$ cat config.mk
export PLATFORM = sky130hd
export DESIGN_NAME = bk_audio_mixer
export DESIGN_NICKNAME = d
export VERILOG_FILES = /design/src/rtl/bk_audio_mixer.sv
export SDC_FILE = /design/constraint.sdc
export NUM_CORES = 1
export LEC_CHECK = 0
export BUFFER_PORTS_ARGS = -buffer_cell sky130_fd_sc_hd__buf_2
export CAP_MARGIN = 20
export CORE_MARGIN = 8
export CORE_UTILIZATION = 63
export DETAILED_ROUTE_END_ITERATION = 6
export PLACE_DENSITY = 0.88
export SLEW_MARGIN = 20
export SYNTH_ARGS = -nofsm -noshare
export SYNTH_HDL_FRONTEND = slang
export SYNTH_SLANG_ARGS = --single-unit
$ cat constraint.sdc
create_clock -name clk_sys -period 6.4 [get_ports clk_sys]
set_input_delay 0.32 -clock clk_sys [delete_from_list [all_inputs] [get_ports clk_sys]]
set_output_delay 0.32 -clock clk_sys [all_outputs]
set_load 0.005 [all_outputs]
$ cat src/rtl/bk_audio_mixer.sv
// bk_audio_mixer: BK0011M speaker/tape + YM2149 mix with PSG-mode hold timer and one-pole low-pass per side
//   clk_sys, reset (async, active-high), ce (sample enable, one clk_sys wide)
//   spk[2:0] speaker/tape level, ch_a/ch_b/ch_c[7:0] PSG channels, psg_active[5:0] PSG activity
//   audio_l/audio_r[15:0] unsigned samples (low 6 bits zero), psg_mode gain mode (1 = PSG+speaker)
module bk_audio_mixer #(
  parameter int FILTER_SHIFT = 3,
  parameter int HOLD_BITS = 16
) (
  input  logic                 clk_sys,
  input  logic                 reset,
  input  logic                 ce,
  input  logic [2:0]           spk,
  input  logic [7:0]           ch_a,
  input  logic [7:0]           ch_b,
  input  logic [7:0]           ch_c,
  input  logic [5:0]           psg_active,
  output logic [15:0]          audio_l,
  output logic [15:0]          audio_r,
  output logic                 psg_mode
);
  localparam int AW = 10 + FILTER_SHIFT;
  logic [HOLD_BITS-1:0] hold;
  logic [AW-1:0] acc_l, acc_r;
  logic [9:0] x_l, x_r, psg_l, psg_r;
  assign psg_l = {1'b0, ch_a, 1'b0} + {2'b0, ch_b} + {2'b0, spk, 5'b0};
  assign psg_r = {1'b0, ch_c, 1'b0} + {2'b0, ch_b} + {2'b0, spk, 5'b0};
  // psg_mode here is the pre-update value, so a mode change lands on the following ce
  assign x_l = psg_mode ? psg_l : {spk, 7'b0};
  assign x_r = psg_mode ? psg_r : {spk, 7'b0};
  assign audio_l = {acc_l[AW-1:FILTER_SHIFT], 6'd0};
  assign audio_r = {acc_r[AW-1:FILTER_SHIFT], 6'd0};
  always_ff @(posedge clk_sys or posedge reset) begin
    if (reset) begin
      hold     <= '0;
      psg_mode <= 1'b0;
      acc_l    <= '0;
      acc_r    <= '0;
    end else if (ce) begin
      if (psg_active != 6'd0) begin
        psg_mode <= 1'b1;
        hold     <= '1;
      end else if (psg_mode && hold != '0) begin
        hold <= hold - 1'b1;
      end else if (psg_mode) begin
        psg_mode <= 1'b0;
      end
      // true result is non-negative and below 2^AW, so modular AW-bit arithmetic is exact;
      // with FILTER_SHIFT = 0 this collapses to acc <= x
      acc_l <= acc_l + AW'(x_l) - (acc_l >> FILTER_SHIFT);
      acc_r <= acc_r + AW'(x_r) - (acc_r >> FILTER_SHIFT);
    end
  end
endmodule

# ---- Yosys cells after proc, flatten, opt, wreduce, memory -nomap -nowiden
# Cells that the tools add are included.
dict set report classes {
  n_mux 6
  reduce_logical 6
  add_sub_neg 9
  n_eq_ne 1
}
# cell n
set ops {}
lappend ops {{two-way mux 16 bit} 2}
lappend ops {{adder 13 x 10 -> 13 bit} 2}
lappend ops {{subtractor 13 x 10 -> 13 bit} 2}
lappend ops {{adder 10 x 8 -> 10 bit} 2}
lappend ops {{adder 9 x 8 -> 10 bit} 2}
lappend ops {{two-way mux 10 bit} 2}
lappend ops {{nonzero test 16 bit} 1}
lappend ops {{subtractor 16 x 1 -> 16 bit, second input constant} 1}
lappend ops {{nonzero test 6 bit} 1}
lappend ops {{AND reduction 2 bit} 2}
lappend ops {{two-way mux 1 bit} 2}
lappend ops {{!= test 2 bit, second input constant} 1}
lappend ops {{nonzero test 2 bit} 1}
lappend ops {{logical AND 1 bit} 1}
dict set report totals {
  inputBits 36
  word_cells 26
  regBits 43
  output_inout_bits 33
}

# ---- Logic depth before layout (Yosys ltp)
# Gate-level depths: netlist of the first run.
dict set report depth {
  ltp_word 5
  ltp_mapped 18
  depth_no_buf 18
}

# ---- Worst setup path after synthesis of the first run
# No wires, ideal clock.
dict set report synth_timing {
  path_type {input port to flip-flop}
  startpoint {input port spk[0]}
  endpoint {register acc_l[10]}
  t_arrival_ns 3.803
  path_stages 18
  setup_time_ns 0.129
  required_ns 6.271
  slack_ns 2.469
  path_buffers 1
  cell_sequence {inv_1 -> fa_1 -> inv_1 -> ha_1 -> nor2b_1 -> o31a_1 -> a21oi_1 -> a21oi_1 -> fa_1 -> inv_1 -> ha_1 -> buf_4 -> a21oi_1 -> o21ai_0 -> or2_1 -> a311oi_1 -> xor2_1 -> mux2i_1}
}
dict set report synth_via {
  elab_chain_cells 4
}
# item line_no
set synth_rtl {}
lappend synth_rtl {{start: declaration} 12} ;# input logic [2:0] spk,
lappend synth_rtl {{adder 10 x 8 -> 10 bit} 25} ;# assign psg_l = {1'b0, ch_a, 1'b0} + {2'b0, ch_b} + {2'b0, spk, 5'b0};
lappend synth_rtl {{two-way mux 10 bit *} 28} ;# assign x_l = psg_mode ? psg_l : {spk, 7'b0};
lappend synth_rtl {{adder 13 x 10 -> 13 bit *} 49} ;# acc_l <= acc_l + AW'(x_l) - (acc_l >> FILTER_SHIFT);
lappend synth_rtl {{subtractor 13 x 10 -> 13 bit *} 49}
lappend synth_rtl {{end signal: assignment} 49}
lappend synth_rtl {{end: declaration} 23} ;# logic [AW-1:0] acc_l, acc_r;
# Mark *: on every way between the ends. The rest lies on a longest branch, timed or not.
# A chain may end at the register's enable or synchronous reset.

# ---- Worst setup path after layout of the first run
dict set report layout_timing {
  startpoint {input port ch_b[3]}
  endpoint {register acc_l[10]}
}
dict set report layout_via {
  elab_chain_cells 5
}
# item line_no
set layout_rtl {}
lappend layout_rtl {{start: declaration} 14} ;# input logic [7:0] ch_b,
lappend layout_rtl {{adder 9 x 8 -> 10 bit} 25}
lappend layout_rtl {{adder 10 x 8 -> 10 bit} 25}
lappend layout_rtl {{two-way mux 10 bit} 28}
lappend layout_rtl {{adder 13 x 10 -> 13 bit} 49}
lappend layout_rtl {{subtractor 13 x 10 -> 13 bit} 49}
# Every way passes these cells.

==> impl_metrics.py, run 1 <==
metrics = {
    "status": {
        "status": "finished, final reports clean",
    },
    "place": {
        "place.detailed.hpwl_um": 8060,
        "io_buffer_count": 56,
        "finalWeightedCongestion": 0.916,
    },
    "synth": {
        "yosysSeqAreaShare_pct": 23.5,
        "synthCells": 515,
        "syn-cell-area_um2": 4570,
        "synth_top_area_cell": "dfrtp_1",
        "synth.ff_latch_count": 43,
        "synth_flop_cell": "dfrtp_1",
        "synth.avg_cell_area_um2": 8.87,
        "yosysWarningCount": 0,
        "yosys.area.top_type_share_pct": 23.5,
        "synthTopCellsByArea": "dfrtp_1, ha_1, fa_1",
        "synth-async-reset-ratio_pct": 100,
        "synth_cell_types": 53,
        "synth_edf_count": 0,
    },
    "sta": {
        "timing_worst_slew_pin_value_ns": 0.912,
        "finalSetupViolCount": 0,
        "finalHoldViolCount": 0,
        "max_freq_mhz": 242,
        "fin_worst_skew_ns": 0.0109,
        "relSlewSlack_pct": 39.2,
        "fin_hold_ws_ns": 0.140,
        "rsz0062_at_grt": "false",
        "post-route-min-period_ns": 4.14,
        "fin_tns_setup_ns": 0,
        "finalCritPeriodShare_pct": 64.7,
        "drv_slew": 0,
    },
    "global_routing": {
        "grt_pass1_wl_um": 16900,
        "grt.total_usage_pct": 20.3,
        "grt_pass1_vias": 3721,
        "grt_start_max_net_pins": 47,
        "antenna_found_initial": 0,
        "overflow": 0,
    },
    "cts": {
        "postCtsHoldBufs": 0,
        "clock_sinks": 43,
        "cts_max_level": 2,
        "cts_max_path_buffers": 2,
        "post_cts_buffers": 0,
        "clk_latency_ns": 0.30,
        "cts_tree": "done",
        "postCtsResizedCells": 0,
        "path_clk_slew_ns": 0.09,
        "numCtsBuffers": 5,
        "cts_root_buf": "clkbuf_8",
    },
    "die": {
        "core_area_um2": 7140,
        "start_util_pct": 64.0,
        "ios": 69,
        "die_w_um": 101,
        "rows": 31,
        "dieArea_um2": 10200,
        "die_h_um": 101,
    },
    "cells_and_area": {
        "most-common-layout-cells": "inv_1, buf_2, ha_1, nand2_1, dfrtp_1",
        "fillers": 563,
        "nets": 660,
        "multiInputGateArea_um2": 2950,
        "area_growth_pct": 5.89,
        "final_common_cell": "inv_1",
        "drive_gt1_share_pct": 13.9,
        "seq_area_um2": 1080,
        "antennaDiodeCount": 0,
    },
    "worst_setup_path": {
        "critPathKind": "primary input to register",
        "end_kind": "register",
        "worstPathArrival_ns": 4.30,
        "startpoint_type": "primary input",
        "path_max_fanout": 7,
        "cp.required_ns": 6.56,
    },
    "drt": {
        "post_drt_wl_per_cell_um": 15.4,
        "drt.antenna.violating_nets": 0,
        "vias": 3606,
        "finalWirelength_um": 9960,
        "post-route-drc-count": 0,
        "drt_pass1_iterations": 5,
        "drt_iter0_drc": 174,
        "post_drt_via_cell_ratio": 5.58,
    },
    "job": {
        "drv_cap": 0,
    },
    "worst_hold_path": {
        "hold_path_class": "primary input to async pin",
    },
}
-- state kept, by name, indices dropped and copies added, names as in the netlist --
register / count
acc_l: 13
acc_r: 13
hold: 16
psg_mode: 1
-- critical path, stage by stage --
cell	delay, ns
buf_2	0.12
ha_1	0.33
ha_1	0.31
a21o_1	0.18
a21oi_1	0.24
nor2b_1	0.09
o31a_1	0.26
a21oi_1	0.12
a21oi_1	0.10
fa_1	0.53
inv_1	0.04
ha_1	0.40
a21oi_1	0.22
o21ai_0	0.17
or2_1	0.29
a311oi_1	0.33
xor2_1	0.17
mux2i_1	0.08
-- metal layers --
layer | track usage, % | vias to the layer above | wire [um]
met5 | 0 | - | 0
met4 | 5.84 | 0 | 117
met3 | 3.85 | 14 | 662
met2 | 35.2 | 118 | 4870
met1 | 24.8 | 1734 | 4310
li1 | - | 1740 | -
-- layout make-up --
cell class | count | share of cell area [%]
timing repair buffer | 57 | 5.95
clock inverter | 2 | 0.776
sequential | 43 | 22.2
clock buffer | 5 | 1.42
inverter | 78 | 6.05
tap | 99 | 2.56
multi-input combinational | 362 | 61.0
-- synth_stat cells (2+ instances only) --
| cell | n |
|---|---|
| o31a_1 | 2 |
| inv_1 | 78 |
| o21ai_0 | 29 |
| buf_2 | 4 |
| xor2_1 | 12 |
| a311oi_2 | 2 |
| fa_1 | 28 |
| clkbuf_1 | 4 |
| or3_1 | 3 |
| nand3_1 | 11 |
| a21o_1 | 10 |
| a211oi_1 | 5 |
| o2bb2ai_1 | 2 |
| buf_4 | 33 |
| ha_1 | 49 |
| nand2b_1 | 8 |
| nand2_1 | 43 |
| buf_1 | 2 |
| dfrtp_1 | 43 |
| nor2b_1 | 5 |
| nor4_1 | 2 |
| mux2i_1 | 8 |
| nor3_1 | 10 |
| o21bai_1 | 6 |
| nand4_1 | 2 |
| mux2_2 | 3 |
| a21oi_1 | 31 |
| nor2_1 | 17 |
| o31ai_1 | 2 |
| o21a_1 | 4 |
| o21ai_1 | 2 |
| o211ai_1 | 5 |
| o22ai_1 | 3 |
| and3_1 | 5 |
| xnor2_1 | 24 |
-- per-stage QoR --
stage	setup WS [ns]	utilization, %	instances	cell area (um2)
after global routing	2.05	67.8	646	4840
after global placement	2.14	66.3	639	4730
after CTS	2.34	67.8	646	4840
final	2.26	67.8	646	4840
after floorplan	2.47	-	526	4610
after detailed placement	2.02	66.3	639	4730
-- kinds of logic (layout without fill, tap and decap cells) --
group	count (synthesis)	after routing	synth area share, %
buffers and inverters	121	142	12.8
AND/OR/NAND/NOR	114	114	12.4
AO/OA/AOI/OAI	112	112	16.1
adder cells (fa/ha/maj)	77	77	25.7
flip-flops	43	43	23.5
XOR/XNOR	36	36	6.90
multiplexers	11	11	2.49
other	1	12	0.0821
-- worst paths after layout --
| path | slack (ns) | depth (start not counted) | to | start |
|---|---|---|---|---|
| worst min register to register | 0.53 | 1 | acc_r[0] | acc_r[0] |
| worst min-delay path | 0.14 | 3 | acc_l[12] | reset |
| min in group clk_sys | 0.53 | 1 | acc_r[0] | acc_r[0] |
| worst max-delay path | 2.26 | 18 | acc_l[10] | ch_b[3] |
| worst max register to register | 2.77 | 12 | acc_r[12] | psg_mode |
| max in group asynchronous | 5.87 | 3 | acc_r[1] | reset |
Power of run 1 is not shown: default switching activity piles up to over one toggle a cycle in this logic, so the estimate is an artifact.
==> run 2, diff against run 1 <==
- CORE_UTILIZATION: 63 -> 59
- PLACE_DENSITY: 0.88 -> 0.83
- clock period: 6.4 -> 3.81 ns (I/O delays scaled with it)
==> run 2 against run 1 <==
Sequential cell count stayed put. Final cell count is 5.6% higher. Wire length is 3.8% higher. First-iteration DRC count is 71% higher. Core utilization is 0.64 points lower. Via count is 1.4% higher. Clock-buffer cell count is 1 higher. Global-route usage is 0.71 points lower. Clock skew is 0.00098 ns higher. Critical endpoint is now acc_r[10].
==> impl_metrics.py, run 2 (synthesis results as in run 1) <==
metrics = {
    "status": {
        "status": "finished, final reports clean",
    },
    "worst_setup_path": {
        "startpoint_type": "primary input",
        "reg2reg_from": "psg_mode",
        "path_max_fanout": 2,
        "crit_family": "adder cells",
        "crit_path_frequent_cell": "ha_1",
        "worstPathArrival_ns": 3.95,
        "r2r_end": "acc_r[10]",
        "end_kind": "register",
        "r2r_cells": 12,
        "cp_slowest_cell": "fa_1",
        "critical_path_buf_inv_count": 3,
        "r2r_slack_ns": 0.38,
        "crit_chain": "buf_2 -> ha_1 -> ha_1 -> fa_1 -> a21o_1 -> a21oi_1 -> buf_4 -> xnor2_1 -> nand2_1 -> fa_1 -> inv_1 -> ha_1 -> or3_1 -> o211ai_1 -> a21oi_1 -> o21bai_1 -> mux2_2 -> o221ai_1",
        "slowest_delay_ns": 0.51,
        "cp.required_ns": 4.02,
        "critPathKind": "primary input to register",
    },
    "sta": {
        "timing_worst_slew_pin_value_ns": 0.912,
        "max_freq_mhz": 268,
        "finalHoldViolCount": 0,
        "finalCritPeriodShare_pct": 98.1,
        "post-route-min-period_ns": 3.74,
        "rsz0062_at_grt": "true",
        "relSlewSlack_pct": 39.2,
        "finalSetupViolCount": 0,
        "drv_slew": 0,
        "fin_worst_skew_ns": 0.0119,
    },
    "job": {
        "drv_cap": 0,
    },
    "cts": {
        "clk_latency_ns": 0.30,
        "path_clk_slew_ns": 0.09,
        "cts_tree": "done",
        "clock_sinks": 43,
        "cts_root_buf": "clkbuf_8",
        "cts_max_path_buffers": 2,
        "numCtsBuffers": 5,
        "cts_max_level": 2,
        "postCtsHoldBufs": 0,
    },
    "die": {
        "start_util_pct": 60.1,
        "dieArea_um2": 10800,
        "ios": 69,
        "rows": 32,
        "core_area_um2": 7610,
        "die_h_um": 104,
        "die_w_um": 104,
    },
    "cells_and_area": {
        "antennaDiodeCount": 0,
        "final_common_cell": "inv_1",
        "stdcell_area_um2": 5110,
        "nets": 693,
        "top_register": "hold",
        "area_growth_pct": 11.8,
        "most-common-layout-cells": "inv_1, buf_2, ha_1, nand2_1, dfrtp_1",
        "largest_reg_flops": 16,
        "drive_gt1_share_pct": 20.0,
        "finalNonFillerCells": 682,
        "reg.largest.list": "hold: 16 flops, acc_l: 13 flops, acc_r: 13 flops",
    },
    "drt": {
        "top_layer_used": "met4",
        "wl_met3_um": 489,
        "drt_iter0_drc": 298,
        "post_drt_wl_per_cell_um": 15.2,
        "post-route-drc-count": 0,
        "drt.antenna.violating_nets": 0,
        "post_drt_via_cell_ratio": 5.36,
        "wl_met2_um": 5060,
        "drt-met1-wl_um": 4660,
        "vias": 3658,
        "finalWirelength_um": 10300,
        "drt_pass1_iterations": 4,
    },
    "global_routing": {
        "antenna_found_initial": 0,
        "grt.total_usage_pct": 19.5,
        "grt_pass1_wl_um": 18000,
        "grt_pass1_vias": 3902,
        "grt_start_max_net_pins": 47,
        "overflow": 0,
    },
    "place": {
        "placed_cells": 675,
        "place.detailed.hpwl_um": 8250,
        "finalWeightedCongestion": 0.918,
        "io_buffer_count": 56,
        "placed_cell_area_um2": 4980,
    },
    "worst_hold_path": {
        "hold_path_class": "primary input to async pin",
    },
}
## run 2: metal layers
layer	vias to the layer above	global-route usage (%)
met5	-	0
met2	93	33.7
met4	0	4.55
met3	9	3.78
li1	1811	-
met1	1745	24.6
## run 2: worst min-delay path: stages
cell and delay, ns:
buf_2 0.10, clkinv_1 0.03, buf_4 0.46
## run 2: metrics by stage
stage,setup WS (ns),utilization [%],hold slack (ns),TNS (ns)
global placement,-0.136,65.5,0.355,-0.478
CTS,0.0179,66.7,0.0345,0
detailed placement,-0.320,65.5,0.366,-1.50
finish,0.0718,67.2,0.0141,0
floorplan,0.00813,-,0.446,0
global route,-0.00452,67.2,0.0701,-0.00629
## run 2: worst max path at each step
stage / slack [ns] / to / startpoint / depth (start not counted)
6_report: 0.07 / acc_r[10] / ch_b[2] / 18
5_1_grt: -0.005 / acc_r[12] / spk[0] / 19
4_1_cts: 0.02 / acc_l[10] / ch_b[3] / 18
3_5_place_dp: -0.32 / acc_l[10] / ch_b[3] / 18
3_3_place_gp: -0.14 / acc_r[12] / ch_b[2] / 18
2_1_floorplan: 0.008 / acc_l[10] / spk[0] / 18
## run 2: repair_timing
action	4_1_cts	5_1_grt
endpoints found under the setup margin	0	5
buffers inserted	0	0
endpoints found under the hold margin	0	0
gates resized for setup	0	9
## run 2: cell type report
cell class,instances,area (um2)
Multi-Input combinational cell,362,2990
Fill cell,599,2500
Sequential cell,43,1080
Timing Repair Buffer,90,536
Inverter,78,293
Tap cell,102,128
Clock buffer,6,82.6
Clock inverter,1,5.00
Power of run 2 is left out for the same reason.
==> run 3, diff against run 2 <==
- CORE_UTILIZATION: 59 -> 40
- PLACE_DENSITY: 0.83 -> 0.6
- clock period: 3.81 -> 4.23 ns (I/O delays scaled with it)
==> run 3 against run 2 <==
Clock-buffer cell count is 1 higher. Final cell count is 1.5% higher. Global-route usage is 5.7 points lower. Sequential cell count stayed put. Hold slack better by 0.017 ns. Wire length is 3.9% lower. Setup slack better by 0.15 ns. Register-to-register slack better by 0.48 ns. Critical endpoint is now acc_l[10]. First-iteration DRC count is 61% lower. Sequential share of layout area is 0.62 points higher. Via count is 5.8% lower. Non-clock buffer count is 32 lower.
==> impl_metrics.py, run 3 (synthesis results as in run 1) <==
metrics = {
    "cts": {
        "cts_root_buf": "clkbuf_16",
        "cts_max_level": 2,
        "clock_sinks": 43,
        "cts_tree": "done",
        "post_cts_buffers": 0,
        "numCtsBuffers": 5,
        "postCtsResizedCells": 0,
        "path_clk_slew_ns": 0.06,
        "postCtsHoldBufs": 0,
        "cts_max_path_buffers": 2,
        "clk_latency_ns": 0.29,
    },
    "status": {
        "status": "finished, final reports clean",
    },
    "drt": {
        "post_drt_wl_per_cell_um": 14.3,
        "vias": 3447,
        "post_drt_via_cell_ratio": 4.98,
        "finalWirelength_um": 9930,
        "top_layer_used": "met4",
        "post-route-drc-count": 0,
        "drt-met1-wl_um": 4710,
        "drt_iter0_drc": 116,
        "drt_pass1_iterations": 4,
        "wl_met2_um": 4470,
        "drt.antenna.violating_nets": 0,
        "wl_met3_um": 585,
    },
    "die": {
        "rows": 39,
        "start_util_pct": 40.5,
        "ios": 69,
        "dieArea_um2": 15100,
        "die_h_um": 123,
        "core_area_um2": 11300,
        "die_w_um": 123,
    },
    "global_routing": {
        "grt.total_usage_pct": 13.9,
        "overflow": 0,
        "grt_pass1_wl_um": 16900,
        "antenna_found_initial": 0,
        "grt_start_max_net_pins": 47,
        "grt_pass1_vias": 3595,
    },
    "sta": {
        "fin_worst_skew_ns": 0.00418,
        "drv_slew": 0,
        "relSlewSlack_pct": 35.8,
        "finalHoldViolCount": 0,
        "post-route-min-period_ns": 4.01,
        "rsz0062_at_grt": "false",
        "max_freq_mhz": 249,
        "finalCritPeriodShare_pct": 94.8,
        "timing_worst_slew_pin_value_ns": 0.963,
        "fin_ws_ns": 0.219,
        "finalSetupViolCount": 0,
    },
    "worst_setup_path": {
        "slowest_delay_ns": 0.49,
        "crit_family": "compound AO/OA/AOI/OAI gates",
        "crit_path_frequent_cell": "a21oi_1",
        "startpoint_type": "primary input",
        "critPathKind": "primary input to register",
        "worstPathArrival_ns": 4.15,
        "crit_chain": "buf_2 -> ha_1 -> ha_1 -> a21o_1 -> a21oi_1 -> nor2b_1 -> o31a_1 -> a21oi_1 -> a21oi_1 -> fa_1 -> inv_1 -> ha_1 -> a21oi_1 -> o21ai_0 -> or2_1 -> a311oi_2 -> xor2_1 -> mux2i_1",
        "cp.required_ns": 4.36,
        "cp_slowest_cell": "fa_1",
        "r2r_slack_ns": 0.86,
        "critical_path_buf_inv_count": 2,
        "end_kind": "register",
        "path_max_fanout": 7,
    },
    "cells_and_area": {
        "reg.largest.list": "hold: 16 flops, acc_l: 13 flops, acc_r: 13 flops",
        "seq_area_um2": 1080,
        "stdcell_area_um2": 4960,
        "antennaDiodeCount": 0,
        "drive_gt1_share_pct": 14.6,
        "area_growth_pct": 8.60,
        "final_common_cell": "inv_1",
        "largest_reg_flops": 16,
        "top_register": "hold",
        "multiInputGateArea_um2": 2960,
        "most-common-layout-cells": "inv_1, buf_2, ha_1, nand2_1, dfrtp_1",
        "fillers": 1103,
        "nets": 661,
    },
    "worst_hold_path": {
        "hold_path_class": "primary input to async pin",
    },
    "place": {
        "placed_cell_area_um2": 4790,
        "finalWeightedCongestion": 0.858,
        "place_ws_ns": -0.0678,
        "place.detailed.hpwl_um": 8060,
        "io_buffer_count": 56,
    },
    "job": {
        "drv_cap": 0,
    },
}
==> run 3: cell types whose count changed in the layout (fill, tap and decap cells not counted), moves of 2 or more <==
cell,delta
buf_4,-32
clkbuf_16,+5
clkbuf_8,-4
a21oi_1,+3
a21oi_2,-3
ha_1,+2
o21ai_0,+2
o21ai_1,-2
==> run 3: worst paths after layout <==
| kind | startpoint | to | cells after the start |
|---|---|---|---|
| max in group asynchronous | reset | hold[4] | 2 |
| hold / removal | reset | acc_l[12] | 2 |
| setup reg to reg | psg_mode | acc_l[10] | 12 |
| hold reg to reg | acc_r[0] | acc_r[0] | 1 |
| min in group clk_sys | psg_active[5] | hold[11] | 4 |
| setup / recovery | ch_b[3] | acc_l[10] | 18 |
==> run 3: routing by layer <==
| metal | vias up | global-route usage (%) |
|---|---|---|
| met5 | - | 0 |
| met4 | 0 | 4.42 |
| met3 | 13 | 2.44 |
| met2 | 85 | 22.9 |
| met1 | 1597 | 18.1 |
| li1 | 1752 | - |
==> run 3: worst register-to-register path: cells and delay by family (launching register included) <==
family,cells,cell delay [ns]
AOI/OAI and AO/OA,4,0.77
xor gates and xnor gates,1,0.18
adders and majority gates,2,0.89
buffers and inverters,2,0.29
DFF,1,0.46
muxes,1,0.09
and+or+nand+nor,2,0.52
==> run 3: through the flow <==
step / setup TNS (ns) / hold slack, ns / util (%) / std cells
floorplan: 0 / 0.467 / - / 526
global placement: 0 / 0.498 / 42.5 / 684
detailed placement: -0.0678 / 0.496 / 42.5 / 684
CTS: 0 / 0.182 / 44.0 / 692
global route: 0 / 0.116 / 44.0 / 692
finish: 0 / 0.0309 / 44.0 / 692
==> run 3: cell type report <==
class / instances / share of cell area (%)
Inverter: 78 / 5.93
Sequential cell: 43 / 21.7
Clock inverter: 1 / 0.151
Clock buffer: 7 / 3.08
Tap cell: 143 / 3.61
Multi-Input combinational cell: 362 / 59.6
Timing Repair Buffer: 58 / 5.95
Power of run 3 is left out for the same reason.
